File: config.mk
export PLATFORM = sky130hd
export DESIGN_NAME = mr_wb_arb
export DESIGN_NICKNAME = d
export VERILOG_FILES = /design/src/rtl/mr_wb_arb_pkg.sv /design/src/rtl/mr_wb_arb.sv
export SDC_FILE = /design/constraint.sdc
export NUM_CORES = 1
export LEC_CHECK = 0
export CAP_MARGIN = 20
export CORE_AREA = 4 4 120 122
export CTS_CLUSTER_SIZE = 16
export DETAILED_ROUTE_END_ITERATION = 12
export DIE_AREA = 0 0 124 126
export GPL_ROUTABILITY_DRIVEN = 0
export HOLD_SLACK_MARGIN = 0.06
export SETUP_SLACK_MARGIN = 0.15
export SYNTH_ARGS = -nofsm -noshare
export SYNTH_HDL_FRONTEND = slang
export SYNTH_SLANG_ARGS = --single-unit
File: constraint.sdc
create_clock -name clk -period 2.6 [get_ports clk]
set_input_delay 0.52 -clock clk [delete_from_list [all_inputs] [get_ports clk]]
set_output_delay 0.52 -clock clk [all_outputs]
set_load 0.02 [all_outputs]
File: src/rtl/mr_wb_arb_pkg.sv
// Shared typedefs for the mr_wb_arb Wishbone arbiter.
package mr_wb_arb_pkg;

  // Core word size and the number of byte-address bits below a word.
  localparam int XLEN      = 32;
  localparam int XLEN_GRAN = 2;

  // Arbiter FSM states.
  typedef enum logic [1:0] {
    IDLE  = 2'd0,
    OWN0  = 2'd1,
    OWN1  = 2'd2,
    DRAIN = 2'd3
  } e_arbstate;

endpackage

File: src/rtl/mr_wb_arb.sv
// Two-master to one-slave pipelined Wishbone arbiter.
// Master 0 is ifetch, master 1 is load/store. A master keeps the bus for a whole
// cyc burst. Outstanding strobes are counted so that acks belonging to an
// abandoned burst are swallowed in DRAIN instead of reaching the next owner.
module mr_wb_arb
  import mr_wb_arb_pkg::*;
#(
  parameter int ADR_W   = XLEN - XLEN_GRAN,
  parameter int DAT_W   = XLEN,
  parameter int MAX_OUT = 4
) (
  input  logic               clk,
  input  logic               rst,
  // master 0 (ifetch)
  input  logic [ADR_W-1:0]   m0_adr_i,
  input  logic [DAT_W-1:0]   m0_dat_i,
  input  logic               m0_we_i,
  input  logic [DAT_W/8-1:0] m0_sel_i,
  input  logic               m0_stb_i,
  input  logic               m0_cyc_i,
  output logic [DAT_W-1:0]   m0_dat_o,
  output logic               m0_ack_o,
  output logic               m0_err_o,
  output logic               m0_stall_o,
  // master 1 (load/store)
  input  logic [ADR_W-1:0]   m1_adr_i,
  input  logic [DAT_W-1:0]   m1_dat_i,
  input  logic               m1_we_i,
  input  logic [DAT_W/8-1:0] m1_sel_i,
  input  logic               m1_stb_i,
  input  logic               m1_cyc_i,
  output logic [DAT_W-1:0]   m1_dat_o,
  output logic               m1_ack_o,
  output logic               m1_err_o,
  output logic               m1_stall_o,
  // slave
  output logic [ADR_W-1:0]   s_adr_o,
  output logic [DAT_W-1:0]   s_dat_o,
  output logic               s_we_o,
  output logic [DAT_W/8-1:0] s_sel_o,
  output logic               s_stb_o,
  output logic               s_cyc_o,
  input  logic [DAT_W-1:0]   s_dat_i,
  input  logic               s_ack_i,
  input  logic               s_err_i,
  input  logic               s_stall_i
);

  localparam int CW = $clog2(MAX_OUT + 1);
  localparam logic [CW-1:0] CNT_MAX = CW'(MAX_OUT);

  e_arbstate     state_q, state_d;
  logic [CW-1:0] cnt_q, cnt_d;
  logic          last_q, last_d;   // 1: master 1 was granted most recently

  logic accept, ack_in, dec, cap;

  assign cap = (cnt_q == CNT_MAX);

  // Read data is broadcast; only the ack qualifies it.
  assign m0_dat_o = s_dat_i;
  assign m1_dat_o = s_dat_i;

  // Request/response muxing on the current owner; idle and drain keep masters stalled.
  always_comb begin
    s_adr_o    = '0;
    s_dat_o    = '0;
    s_we_o     = 1'b0;
    s_sel_o    = '0;
    s_stb_o    = 1'b0;
    s_cyc_o    = 1'b0;
    m0_ack_o   = 1'b0;
    m0_err_o   = 1'b0;
    m0_stall_o = 1'b1;
    m1_ack_o   = 1'b0;
    m1_err_o   = 1'b0;
    m1_stall_o = 1'b1;
    case (state_q)
      OWN0: begin
        s_adr_o    = m0_adr_i;
        s_dat_o    = m0_dat_i;
        s_we_o     = m0_we_i;
        s_sel_o    = m0_sel_i;
        s_cyc_o    = m0_cyc_i;
        s_stb_o    = m0_stb_i & m0_cyc_i & ~cap;
        m0_stall_o = s_stall_i | cap;
        m0_ack_o   = s_ack_i;
        m0_err_o   = s_err_i;
      end
      OWN1: begin
        s_adr_o    = m1_adr_i;
        s_dat_o    = m1_dat_i;
        s_we_o     = m1_we_i;
        s_sel_o    = m1_sel_i;
        s_cyc_o    = m1_cyc_i;
        s_stb_o    = m1_stb_i & m1_cyc_i & ~cap;
        m1_stall_o = s_stall_i | cap;
        m1_ack_o   = s_ack_i;
        m1_err_o   = s_err_i;
      end
      DRAIN: s_cyc_o = 1'b1;  // hold the cycle open while stale acks return
      default: ;
    endcase
  end

  // Outstanding-transfer count: err counts as an ack, stray acks at zero are dropped.
  always_comb begin
    accept = s_stb_o & ~s_stall_i;
    ack_in = s_ack_i | s_err_i;
    dec    = ack_in & ((cnt_q != '0) | accept);
    cnt_d  = cnt_q;
    if (accept && !dec)      cnt_d = cnt_q + CW'(1);
    else if (!accept && dec) cnt_d = cnt_q - CW'(1);
  end

  // Ownership FSM with round-robin tie break on last grant.
  always_comb begin
    state_d = state_q;
    last_d  = last_q;
    case (state_q)
      IDLE: begin
        if (m1_cyc_i && (!m0_cyc_i || !last_q)) begin
          state_d = OWN1;
          last_d  = 1'b1;
        end else if (m0_cyc_i) begin
          state_d = OWN0;
          last_d  = 1'b0;
        end
      end
      OWN0:  if (!m0_cyc_i) state_d = (cnt_d == '0) ? IDLE : DRAIN;
      OWN1:  if (!m1_cyc_i) state_d = (cnt_d == '0) ? IDLE : DRAIN;
      DRAIN: if (cnt_d == '0) state_d = IDLE;
      default: state_d = IDLE;
    endcase
  end

  // State registers with synchronous reset.
  always_ff @(posedge clk) begin
    if (rst) begin
      state_q <= IDLE;
      cnt_q   <= '0;
      last_q  <= 1'b1;
    end else begin
      state_q <= state_d;
      cnt_q   <= cnt_d;
      last_q  <= last_d;
    end
  end

endmodule

==> results.json <==
{
  "status": "finished clean",
  "grt_pass1_wl_mm": 14.6,
  "fill_cells": 1430,
  "cp_cell_sequence": "clkdlybuf4s50_1, nand4_2, a21boi_4, mux2i_1, xor2_1, or4_4, a221oi_1",
  "syn_to_final_growth_pct": 96.8,
  "synth.area.top_cells": "a22oi_1 25%, buf_4 23%, nor2b_1 22%",
  "cts_tree": "yes",
  "grt-busiest-layer": "met2",
  "grt_max_degree": 45,
  "seq_area_frac_synth_pct": 5.80,
  "hold_viol_final": 0,
  "cp_slowest_cell": "clkdlybuf4s50_1",
  "hold_ws_ps": 580,
  "worstSetupStartpointType": "input pin",
  "end_kind": "flop",
  "firstDrtPassIters": 4,
  "grt_use_total_pct": 11.8,
  "routed_wl_mm": 10.4,
  "ff2ff_path_depth": 8,
  "hold_class": "flop to flop",
  "p_int_uw": 2060,
  "synth_area_sq_um": 2070,
  "synth_warnings": 0,
  "synth.distinct_cells": 29,
  "seq_area_sq_um": 121,
  "comb_power_share_pct": 89.5,
  "cts_sinks": 6,
  "crit_arrival_ps": 2550,
  "setup_ws_ps": 181,
  "period_minus_slack_ps": 2420,
  "synth_fp_nets": 473,
  "layout-drive-gt1-share_pct": 6.19,
  "wl_per_cell_um": 17.1,
  "required_ps": 2730,
  "fmax_mhz": 413,
  "cts_buffer_depth": 2,
  "ys.flop_type": "dfxtp_1",
  "relSlewSlack_pct": 77.4,
  "fin_area_sq_um": 4080,
  "sw_frac_of_total_pct": 49.1,
  "slew_viol_final": 0,
  "pwr-share-clk_pct": 6.1,
  "antenna_found_initial": 0,
  "die-width_um": 124,
  "post-route-period-util_pct": 93.0,
  "viasPerCell": 4.29,
  "min_path_cells": 2,
  "syn-instance-count": 290,
  "dp_hpwl_mm": 8.62,
  "cellLeakagePower_uw": 0.00170,
  "synth_top_cell_by_area": "a22oi_1",
  "dp_slack_ps": -120,
  "ys_seq_elements": 6,
  "worstMarginPinSlew_ps": 336,
  "start_util_pct": 15.7,
  "rows": 42,
  "cts-hold-fix-buffers": 0,
  "gr-usage-met1_pct": 14.8,
  "grt.overflow.total": 0,
  "post-route-drc-count": 0,
  "synth.avg_cell_area_sq_um": 7.14,
  "maxCapViolCount": 0,
  "skew_ps": 1.28,
  "cts_buffers": 3,
  "vdd_drop_max_uv": 371,
  "netlist.area_leader.share_pct": 25.0,
  "grt_use_met2_pct": 20.5,
  "multi_input_area_sq_um": 1400,
  "num-nets-final": 621,
  "rsz0062_at_grt": "true",
  "drtIter0Drc": 101,
  "synth_edf_count": 0,
  "grt_pass1_vias": 2596,
  "core_area_sq_um": 13200,
  "crit_type": "input pin to flop",
  "diodes": 0,
  "portBuffers": 217,
  "netSwitchingPower_uw": 1990,
  "seq_power_share_pct": 4.4,
  "cts-root-buf": "clkbuf_16",
  "cts.clk_slew.worst_paths_ps": 30,
  "ioPinCount": 314,
  "clk_latency_ps": 230,
  "ant_nets": 0,
  "grt_util_met3_pct": 2.56,
  "die-area_sq_um": 15600,
  "setup_violations": 0,
  "crit_fanout": 6,
  "fp.dieH_um": 126,
  "vias": 2623,
  "placed_area_sq_um": 4030,
  "p_per_area_nw_per_um2": 992,
  "cts.htree.levels": 1,
  "critPathMaxStageDelay_ps": 490,
  "async_reset_ff_share_pct": 0
}
## worst max-delay path, delay by kind of cell
kind            cells  cell delay (ps)
compound gates      2              540
xor+xnor            1              110
buf+inv             1              490
mux                 1              240
simple gates        2              650
## power by group through the flow
stage          clock network (uW)  logic (uW)  registers, uW
5_1_grt                       255        3920            186
3_3_place_gp                    0        3800            171
4_1_cts                       248        3620            175
6_report                      248        3620            177
3_5_place_dp                    0        3840            173
2_1_floorplan                   0        2330            167
## sequential cells by signal (all words and copies together) (netlist names)
| register | count |
|---|---|
| last_q | 1 |
| state_q | 2 |
| cnt_q | 3 |
## stage by stage
stage,total power (uW),cells,setup TNS (ps),utilization (%)
2_1_floorplan,2490,290,0,-
3_3_place_gp,3970,607,-14.0,30.5
3_5_place_dp,4010,607,-213,30.5
4_1_cts,4050,610,0,30.6
5_1_grt,4360,612,0,30.9
6_report,4040,612,0,30.9
## area by class of cell
cell class                 count  share of cell area (%)
multi-input combinational    192                    34.3
clock buffer                   3                    1.84
timing repair buffer         229                    55.0
tap                          176                    5.40
sequential                     6                    2.98
inverter                       6                   0.553
## cells by family after synthesis
kind of cell / Yosys count / share of synthesized area [%]
buffers and inverters: 92 / 28.3
flip-flops: 6 / 5.80
XOR/XNOR: 2 / 0.846
AND/OR/NAND/NOR: 93 / 28.2
adder cells (fa/ha/maj): 8 / 4.83
AO/OA/AOI/OAI: 87 / 31.1
multiplexers: 2 / 0.967
## timing repair
action                     CTS  global route
buffers inserted             0             2
hold endpoints to repair     0             0
cloned                       0             0
gates resized for setup     71             8
pin swaps                    1             3
setup endpoints to repair   69            20
## routing by layer
layer / wire length [um] / up-vias
li1: - / 1254
met1: 4280 / 1214
met2: 4990 / 130
met3: 968 / 25
met4: 210 / 0
met5: 0 / -
## synth_stat cells (2+ instances only)
master / number
nand2b_1: 2
and2_1: 4
inv_1: 6
nor2_1: 4
a22oi_1: 69
a221oi_1: 3
clkbuf_1: 17
nand2_1: 4
ha_1: 8
a21oi_1: 5
nor2b_1: 73
mux2i_1: 2
o21ai_0: 5
dfxtp_1: 6
buf_4: 64
buf_1: 5
## final timing paths
kind,from,end,slack [ps]
worst max-delay path,m1_cyc_i,state_q[0],180
worst min-delay path,state_q[1],state_q[1],580
worst max register to register,state_q[1],state_q[0],230
worst min register to register,state_q[1],state_q[1],580
## cell usage in the layout, fill, tap and decap left out, types with 2 or more instances in the layout
cell | synthesis | routed
mux2i_1 | 2 | 2
nand2b_1 | 2 | 2
clkbuf_16 | 0 | 3
ha_1 | 8 | 5
o21ai_0 | 5 | 4
nand2_1 | 4 | 4
buf_12 | 0 | 4
ha_4 | 0 | 2
dlymetal6s2s_1 | 0 | 2
nor2b_1 | 73 | 73
dfxtp_1 | 6 | 5
dlygate4sd2_1 | 0 | 64
a21oi_1 | 5 | 4
a22oi_1 | 69 | 69
buf_4 | 64 | 8
inv_1 | 6 | 6
buf_6 | 0 | 2
clkdlybuf4s15_1 | 0 | 3
nor2_1 | 4 | 4
and2_1 | 4 | 4
clkdlybuf4s50_1 | 0 | 146
a221oi_1 | 3 | 3
No activity file was read; power rests on OpenSTA's default activity.
